--- src/rtl/lfsr_pkg.sv ---
// lfsr_pkg: shared definitions for the LFSR sequencer.
// Holds the FSM state encodings, the seed width, the step counter width
// and the fallback seed used when a zero seed is requested.
package lfsr_pkg;

    localparam int unsigned SEED_W     = 8;
    localparam int unsigned STEP_CNT_W = 16;

    localparam logic [SEED_W-1:0] SEED_DEFAULT = 8'h01;

    typedef enum logic [1:0] {
        ST_IDLE  = 2'b00,
        ST_LOAD  = 2'b01,
        ST_RUN   = 2'b10,
        ST_PAUSE = 2'b11
    } state_e;

endpackage

--- src/rtl/lfsr_sched_tick_gen.sv ---
// tick_gen: free-running divider that paces automatic LFSR steps in RUN.
// Ports:
//   clk, rst_n : clock, asynchronous active-low reset
//   clr        : synchronous clear of the counter (wins over en)
//   en         : count enable
//   tick       : combinational, high while enabled and the counter sits at CLK_NUM-1
module tick_gen #(
    parameter int unsigned CLK_NUM = 5000000
) (
    input  logic clk,
    input  logic rst_n,
    input  logic clr,
    input  logic en,
    output logic tick
);

    localparam int unsigned TICK_W = (CLK_NUM > 1) ? $clog2(CLK_NUM) : 1;
    localparam logic [TICK_W-1:0] LAST = TICK_W'(CLK_NUM - 1);

    logic [TICK_W-1:0] cnt_q;
    logic [TICK_W-1:0] cnt_d;

    // Count 0..CLK_NUM-1 and wrap.
    always_comb begin
        cnt_d = cnt_q;
        if (clr) begin
            cnt_d = '0;
        end else if (en) begin
            cnt_d = (cnt_q == LAST) ? '0 : cnt_q + TICK_W'(1);
        end
    end

    always_ff @(posedge clk or negedge rst_n) begin
        if (!rst_n) begin
            cnt_q <= '0;
        end else begin
            cnt_q <= cnt_d;
        end
    end

    assign tick = en && !clr && (cnt_q == LAST);

endmodule

--- src/rtl/lfsr_sched.sv ---
// lfsr_sched: sequencer for an external 8-bit LFSR.
// Seeds the LFSR, steps it on demand (PAUSE) or periodically (RUN), counts
// steps and flags when the LFSR returns to the seed, auto-stopping RUN.
// Ports:
//   clk, rst_n                  : clock, asynchronous active-low reset
//   start, stop, step, load     : requests, priority load > stop > start > step
//   seed                        : requested seed (zero maps to SEED_DEFAULT)
//   lfsr_q                      : current external LFSR value
//   lfsr_load, lfsr_seed        : one-cycle seed load to the LFSR
//   lfsr_en                     : one-cycle LFSR shift enable
//   state, busy                 : FSM state, high in RUN
//   step_cnt                    : saturating count of lfsr_en pulses since LOAD
//   period_done                 : sticky, LFSR came back to the seed
module lfsr_sched #(
    parameter int unsigned                    CLK_NUM      = 5000000,
    parameter logic [lfsr_pkg::SEED_W-1:0]    SEED_DEFAULT = lfsr_pkg::SEED_DEFAULT
) (
    input  logic                              clk,
    input  logic                              rst_n,
    input  logic                              start,
    input  logic                              stop,
    input  logic                              step,
    input  logic                              load,
    input  logic [lfsr_pkg::SEED_W-1:0]       seed,
    input  logic [lfsr_pkg::SEED_W-1:0]       lfsr_q,
    output logic                              lfsr_load,
    output logic [lfsr_pkg::SEED_W-1:0]       lfsr_seed,
    output logic                              lfsr_en,
    output logic [1:0]                        state,
    output logic                              busy,
    output logic [lfsr_pkg::STEP_CNT_W-1:0]   step_cnt,
    output logic                              period_done
);

    import lfsr_pkg::*;

    state_e                  state_q, state_d;
    logic                    lfsr_load_q, lfsr_load_d;
    logic                    lfsr_en_q, lfsr_en_d;
    logic                    busy_q, busy_d;
    logic                    period_done_q, period_done_d;
    logic                    step_prev_q, step_prev_d;
    logic                    chk_q, chk_d;
    logic [SEED_W-1:0]       lfsr_seed_q, lfsr_seed_d;
    logic [SEED_W-1:0]       seed_reg_q, seed_reg_d;
    logic [STEP_CNT_W-1:0]   step_cnt_q, step_cnt_d;

    logic                    tick;
    logic                    tick_en;
    logic                    tick_clr;
    logic                    step_rise;
    logic                    match;
    logic                    load_entry;
    logic [SEED_W-1:0]       seed_eff;

    // Tick counter only runs in RUN; held at zero elsewhere so RUN entry starts fresh.
    assign tick_en  = (state_q == ST_RUN);
    assign tick_clr = !tick_en;

    tick_gen #(
        .CLK_NUM (CLK_NUM)
    ) u_tick_gen (
        .clk   (clk),
        .rst_n (rst_n),
        .clr   (tick_clr),
        .en    (tick_en),
        .tick  (tick)
    );

    // Next-state and registered-output logic.
    always_comb begin
        state_d       = state_q;
        lfsr_en_d     = 1'b0;
        lfsr_seed_d   = lfsr_seed_q;
        seed_reg_d    = seed_reg_q;
        step_cnt_d    = step_cnt_q;
        period_done_d = period_done_q;
        step_prev_d   = step;

        step_rise = step && !step_prev_q;
        seed_eff  = (seed == '0) ? SEED_DEFAULT : seed;
        // chk_q marks the cycle in which lfsr_q reflects the latest shift.
        match     = chk_q && (lfsr_q == seed_reg_q)
                    && ((state_q == ST_RUN) || (state_q == ST_PAUSE));

        case (state_q)
            ST_IDLE: begin
                if (load) begin
                    state_d = ST_LOAD;
                end
            end
            ST_LOAD: begin
                state_d = ST_PAUSE;
            end
            ST_RUN: begin
                if (load) begin
                    state_d = ST_LOAD;
                end else if (stop || match) begin
                    state_d = ST_PAUSE;
                end else if (tick) begin
                    lfsr_en_d = 1'b1;
                end
            end
            ST_PAUSE: begin
                if (load) begin
                    state_d = ST_LOAD;
                end else if (!stop) begin
                    if (start) begin
                        state_d = ST_RUN;
                    end else if (step_rise) begin
                        lfsr_en_d = 1'b1;
                    end
                end
            end
            default: begin
                state_d = ST_IDLE;
            end
        endcase

        load_entry = (state_d == ST_LOAD);

        if (load_entry) begin
            lfsr_seed_d   = seed_eff;
            seed_reg_d    = seed_eff;
            step_cnt_d    = '0;
            period_done_d = 1'b0;
        end else begin
            if (match) begin
                period_done_d = 1'b1;
            end
            if (lfsr_en_d && (step_cnt_q != '1)) begin
                step_cnt_d = step_cnt_q + STEP_CNT_W'(1);
            end
        end

        // A shift issued just before a LOAD must not be compared with the new seed.
        chk_d       = lfsr_en_q && !load_entry;
        lfsr_load_d = load_entry;
        busy_d      = (state_d == ST_RUN);
    end

    always_ff @(posedge clk or negedge rst_n) begin
        if (!rst_n) begin
            state_q       <= ST_IDLE;
            lfsr_load_q   <= 1'b0;
            lfsr_en_q     <= 1'b0;
            busy_q        <= 1'b0;
            period_done_q <= 1'b0;
            step_prev_q   <= 1'b0;
            chk_q         <= 1'b0;
            lfsr_seed_q   <= SEED_DEFAULT;
            seed_reg_q    <= SEED_DEFAULT;
            step_cnt_q    <= '0;
        end else begin
            state_q       <= state_d;
            lfsr_load_q   <= lfsr_load_d;
            lfsr_en_q     <= lfsr_en_d;
            busy_q        <= busy_d;
            period_done_q <= period_done_d;
            step_prev_q   <= step_prev_d;
            chk_q         <= chk_d;
            lfsr_seed_q   <= lfsr_seed_d;
            seed_reg_q    <= seed_reg_d;
            step_cnt_q    <= step_cnt_d;
        end
    end

    assign state       = state_q;
    assign lfsr_load   = lfsr_load_q;
    assign lfsr_seed   = lfsr_seed_q;
    assign lfsr_en     = lfsr_en_q;
    assign busy        = busy_q;
    assign step_cnt    = step_cnt_q;
    assign period_done = period_done_q;

endmodule

--- config.mk ---
export PLATFORM = sky130hd
export DESIGN_NAME = lfsr_sched
export DESIGN_NICKNAME = d
export VERILOG_FILES = /design/src/rtl/lfsr_pkg.sv /design/src/rtl/lfsr_sched_tick_gen.sv /design/src/rtl/lfsr_sched.sv
export SDC_FILE = /design/constraint.sdc
export NUM_CORES = 1
export LEC_CHECK = 0
export ABC_AREA = 1
export BUFFER_PORTS_ARGS = -buffer_cell sky130_fd_sc_hd__buf_4
export CORE_MARGIN = 2
export CORE_UTILIZATION = 30
export CTS_CLUSTER_SIZE = 16
export DETAILED_ROUTE_END_ITERATION = 10
export SYNTH_ARGS = -nofsm -noshare
export SYNTH_HDL_FRONTEND = slang
export SYNTH_SLANG_ARGS = --single-unit
--- constraint.sdc ---
create_clock -name clk -period 2.2 [get_ports clk]
set_clock_uncertainty 0.15 [all_clocks]
set_input_delay 0.22 -clock clk [delete_from_list [all_inputs] [get_ports clk]]
set_output_delay 0.22 -clock clk [all_outputs]
set_load 0.02 [all_outputs]
[After elaboration in Yosys (flattened, before gate mapping)]
Cells that the tools add are included.
Operators by class
  add/sub/neg operators: 2
  eq/ne operators: 8
  multiplexer cells: 22
  reduce and logical (&&, ||, !) cells: 14
Operator list (number)
  23-bit 2-to-1 mux: 2
  16-bit 2-to-1 mux: 2
  23-bit by 1-bit adder with 23-bit output (second input constant): 1
  23-bit == test (second input constant): 1
  16-bit by 1-bit adder with 16-bit output (second input constant): 1
  16-bit inequality test (second input constant): 1
  2-bit 2-to-1 mux: 6
  1-bit 2-to-1 mux: 9
  8-bit == test: 1
  8-bit zero test: 1
  8-bit 2-to-1 mux: 1
  2-bit case mux with 4 select lines: 1
  2-bit == test (second input constant): 3
  1-bit logical AND: 6
  2-bit by 1-bit == test with 1-bit output (second input constant): 2
  2-bit nonzero test: 2
  1-bit zero test: 2
  2-bit zero test: 1
  1-bit logical OR: 2
  1-bit case mux with 2 select lines: 1
Storage, ports and cells
  register bits after elaboration: 55
  input bits: 22
  output and inout port bits: 30
  logic and storage cells: 56

[Logic depth before layout (Yosys ltp)]
  depth in word-level cells: 10
  gate-level depth with buffers: 13

[By module]
From an unflattened synthesis, not the netlist that was laid out.
Unflattened totals
  cell total of the unflattened synthesis: 439
  area, all modules: 3284.4 um2
Modules (own cells, without submodules)
  lfsr_sched: instances 1, cells an instance 242, area an instance 1849.3 um2
  tick_gen: instances 1, cells an instance 197, area an instance 1435.1 um2

[Worst setup path after synthesis]
OpenSTA, ideal clock, no wires.
  path type: reg-to-reg
  from: register step_cnt_q[0] (netlist: step_cnt[0])
  to: register step_cnt_q[15] (netlist: step_cnt[15])
  setup time: 0.117 ns
  arrival time: 1.689 ns
  required time: 1.933 ns
  setup slack: 0.244 ns
  stages on the path, launching flop included: 10
  buffers on the path: 1
  clock period less this slack: 1.956 ns
  path through: dfrtp_1 ha_1 nand2_1 nor2_1 nand2_2 nor2_4 nand4_4 buf_2 nand4_1 nand2_2
Between the ends
  word-level cells in the longest chain between the ends: 3
  elaborated cells between the ends (all ways): 6
  those cells by class: 1 x add/sub; 1 x eq/ne; 2 x mux; 2 x reduce/logical
Ends and longest elaborated chain
  start: declaration: line lfsr_sched.sv:46  | logic [STEP_CNT_W-1:0] step_cnt_q, step_cnt_d;
  start signal: assignment: line lfsr_sched.sv:164  | step_cnt_q <= step_cnt_d;
  16-bit by 1-bit adder with 16-bit output / 16-bit inequality test (equally long branches): line lfsr_sched.sv:132, lfsr_sched.sv:131
  16-bit 2-to-1 mux / 1-bit logical AND (equally long branches): line lfsr_sched.sv:131  | if (lfsr_en_d && (step_cnt_q != '1)) begin
  16-bit 2-to-1 mux / 2-bit nonzero test (equally long branches)
Several ways; a longest one is shown, not always the timed one. The select of a mux whose other input is x is not followed.
A chain may end at the register's enable or synchronous reset.

[Final worst setup path]
  from: register u_tick_gen.cnt_q[0]
  to: register step_cnt_q[13] (netlist: step_cnt[13])
Between the ends
  word-level cells in the longest chain between the ends: 8
Ends and longest elaborated chain
  start: declaration: line lfsr_sched_tick_gen.sv:20  | logic [TICK_W-1:0] cnt_q;
  start signal: assignment: line lfsr_sched_tick_gen.sv:37  | cnt_q <= cnt_d;
  23-bit == test: line lfsr_sched_tick_gen.sv:41  | assign tick = en && !clr && (cnt_q == LAST);
  1-bit logical AND: line lfsr_sched_tick_gen.sv:41
  1-bit 2-to-1 mux: line lfsr_sched.sv:100  | end else if (tick) begin
  1-bit 2-to-1 mux: line lfsr_sched.sv:98  | end else if (stop || match) begin
  1-bit 2-to-1 mux: line lfsr_sched.sv:96  | if (load) begin
  1-bit case mux with 2 select lines: line lfsr_sched.sv:86  | case (state_q)
  1-bit logical AND: line lfsr_sched.sv:131
  2-bit nonzero test (no source line)
No other way between the ends.

==> results.py <==
metrics = {
    "critical_path": {
        "start_kind": "flop",
        "crit_slowest_cell": "dfrtp_1",
        "r2r-start": "u_tick_gen.cnt_q[0]$_DFF_PN0_",
        "required_ns": 2.31,
        "cp_cell_sequence": "ha_1 > nand3_2 > nor2_2 > nand3_2 > nor2_2 > nand4_2 > nand2_4 > buf_4 > nand4_1 > nand2_2",
        "max_stage_delay_ns": 0.40,
        "worstPathArrival_ns": 2.13,
        "critical_path_class": "flop to flop",
        "worstPathMaxFanout": 10,
        "r2r_cells": 10,
        "r2r_slack_ns": 0.18,
        "cp-end-kind": "flop",
        "r2r-end": "step_cnt[13]$_DFFE_PN0P_",
    },
    "pwr": {
        "p_leak_nw": 1.929,
        "ir_drop_mv": 0.3784,
        "power.density_nw_per_um2": 660.2,
    },
    "min_path": {
        "min_from": "seed[4]",
        "whs_endpoint": "seed_reg_q[4]$_DFFE_PN0N_",
        "holdPathStages": 3,
        "min_path_type": "input port to flop",
    },
    "timing": {
        "fin_setup_tns_ns": 0,
        "finalMaxSlewViolations": 0,
        "fmax_ghz": 0.4962,
        "setup-violations-final": 0,
        "max_slew_margin_pct": 53.02,
        "worst_pin_slew_ns": 0.7047,
        "finalCritPeriodShare_pct": 91.61,
        "holdWs_ns": 0.02707,
        "rsz0062_at_grt": "no",
        "hold_viol": 0,
        "layout_min_cycle_time_ns": 2.015,
    },
    "die": {
        "die_w_um": 108.0,
        "fp-row-count": 37,
        "coreArea_um2": 10420,
        "dieArea_um2": 11660,
        "ios": 52,
        "initial_core_util_pct": 31.15,
        "fp.dieH_um": 108.0,
    },
    "clock_tree": {
        "cts.sinks": 55,
        "cts_tree": "built",
        "clkTransAtPathRegs_ns": 0.10,
        "h-tree-depth": 2,
        "clockRootBuffer": "clkbuf_8",
        "insertion_delay_ns": 0.32,
        "cts_buffers": 5,
        "clockBufferDepth": 2,
    },
    "global_routing": {
        "antenna_found_initial": 0,
        "grt_pass1_wl_um": 12800,
        "grt_usage_pct": 13.81,
        "grt_max_degree": 56,
        "grt_overflow": 0,
        "grt_pass1_vias": 2700,
    },
    "drt": {
        "ant_nets": 0,
        "drc": 0,
        "routedWlPerCell_um": 12.57,
        "drt_first_pass_iters": 4,
        "vias": 2823,
        "first_iter_violations": 105,
        "avgViaCountPerCell": 4.590,
        "drt-total-wl_um": 7731,
    },
    "cells_and_area": {
        "fin_cells": 615,
        "layout_commonest_cell": "nand2_1",
        "final_cell_mix": "nand2_1 (72), buf_4 (61), inv_1 (57)",
        "n_antenna_cell": 0,
        "drive_gt1_share_pct": 23.80,
        "n_fill_cell": 1076,
        "fin_nets": 502,
        "area_growth_pct": 23.87,
    },
    "place": {
        "gp_congestion": 0.8992,
        "portBuffers": 51,
        "placed_cells": 597,
        "dpl.hpwl_um": 5786,
    },
    "logic_synthesis": {
        "synthDistinctLibCells": 34,
        "avgSynthCellArea_um2": 7.894,
        "syn_inst": 411,
        "yosys_warnings": 0,
        "netlist_area_um2": 3244,
        "ys_ff_latch": 55,
        "syn-num-nets": 435,
        "ys_seq_area_share_pct": 42.46,
    },
    "outcome": {
        "outcome": "finished, final reports clean",
    },
    "job": {
        "maxCapViolCount": 0,
    },
}
critical path, delay by kind of cell, from the launching register on:
family,cells,cell delay (ns)
flip-flops,1,0.40
AND/OR/NAND/NOR,8,1.01
buffers and inverters,1,0.20
adder cells (fa/ha/maj),1,0.23
how the worst max path moves through the flow:
| stage | end | startpoint | slack (ns) |
|---|---|---|---|
| after floorplan | step_cnt[15]$_DFFE_PN0P_ | step_cnt[0]$_DFFE_PN0P_ | 0.24 |
| after global placement | step_cnt[1]$_DFFE_PN0P_ | u_tick_gen.cnt_q[0]$_DFF_PN0_ | 0.21 |
| after detailed placement | step_cnt[5]$_DFFE_PN0P_ | u_tick_gen.cnt_q[0]$_DFF_PN0_ | 0.13 |
| after CTS | step_cnt[5]$_DFFE_PN0P_ | u_tick_gen.cnt_q[0]$_DFF_PN0_ | 0.13 |
| after global routing | step_cnt[11]$_DFFE_PN0P_ | u_tick_gen.cnt_q[0]$_DFF_PN0_ | 0.03 |
| final | step_cnt[13]$_DFFE_PN0P_ | u_tick_gen.cnt_q[0]$_DFF_PN0_ | 0.18 |
through the flow:
step	setup WS, ns	area [um2]	power (mW)	utilization (%)
floorplan	0.2443	3244	1.661	-
global placement	0.2082	3795	1.961	36.43
detailed placement	0.1277	3795	1.972	36.43
CTS	0.1250	3985	2.675	38.26
global route	0.02789	4019	2.813	38.58
finish	0.1847	4019	2.653	38.58
power breakdown:
group / internal, mW / switching, mW / leakage (nW) / total (mW)
sequential: 1.12 / 0.110 / 0.742 / 1.23
clock: 0.340 / 0.341 / 0.0514 / 0.681
combinational: 0.290 / 0.450 / 1.14 / 0.741
sequential cells by signal, indices dropped and copies added (netlist names):
register          flops
busy                  1
chk_q                 1
lfsr_en               1
lfsr_load             1
period_done           1
seed_reg_q            8
state                 2
step_cnt             16
step_prev_q           1
u_tick_gen.cnt_q     23
what timing repair did:
action,4_1_cts,5_1_grt
resized for setup,0,3
endpoints found under the hold margin,61,0
setup buffers,0,2
endpoints found under the setup margin,0,23
hold buffers,8,0
cell usage after synthesis, drive strengths merged:
cell | count | share of area [%]
o21a | 1 | 0.23
xor2 | 22 | 5.9
dfstp | 1 | 0.81
nand3 | 36 | 7.3
dfrtp | 54 | 42
nor4 | 7 | 1.3
buf | 5 | 1.4
xnor2 | 5 | 1.3
nor3b | 2 | 0.62
ha | 2 | 0.77
nor3 | 15 | 2.3
nand2 | 87 | 12
a21oi | 14 | 2.2
clkbuf | 4 | 0.50
nand4 | 25 | 5.5
inv | 63 | 7.3
nand3b | 1 | 0.23
or2 | 1 | 0.19
o21ai | 15 | 2.3
nor2 | 51 | 6.6
cell type report:
cell class	count	area, um2	share of cell area (%)
Clock buffer	6	72.57	1.806
Clock inverter	2	37.54	0.9340
Inverter	63	236.5	5.884
Multi-Input combinational cell	284	1587	39.48
Sequential cell	55	1378	34.28
Tap cell	136	170.2	4.234
Timing Repair Buffer	69	538.0	13.39
metal layers:
metal | global-route usage, % | vias up | share of wire (%)
li1 | - | 1456 | -
met1 | 18.10 | 1304 | 46
met2 | 22.82 | 51 | 48
met3 | 2.712 | 12 | 4.2
met4 | 4.670 | 0 | 1.5
met5 | 0 | - | 0
cells by family after synthesis:
kind of cell / count (synthesis) / share of synthesized area, %
AND/OR/NAND/NOR: 225 / 35.56
flip-flops: 55 / 42.46
AO/OA/AOI/OAI: 30 / 4.705
adder cells (fa/ha/maj): 2 / 0.7712
XOR/XNOR: 27 / 7.289
buffers and inverters: 72 / 9.217
(Power assumes the default switching activity.)
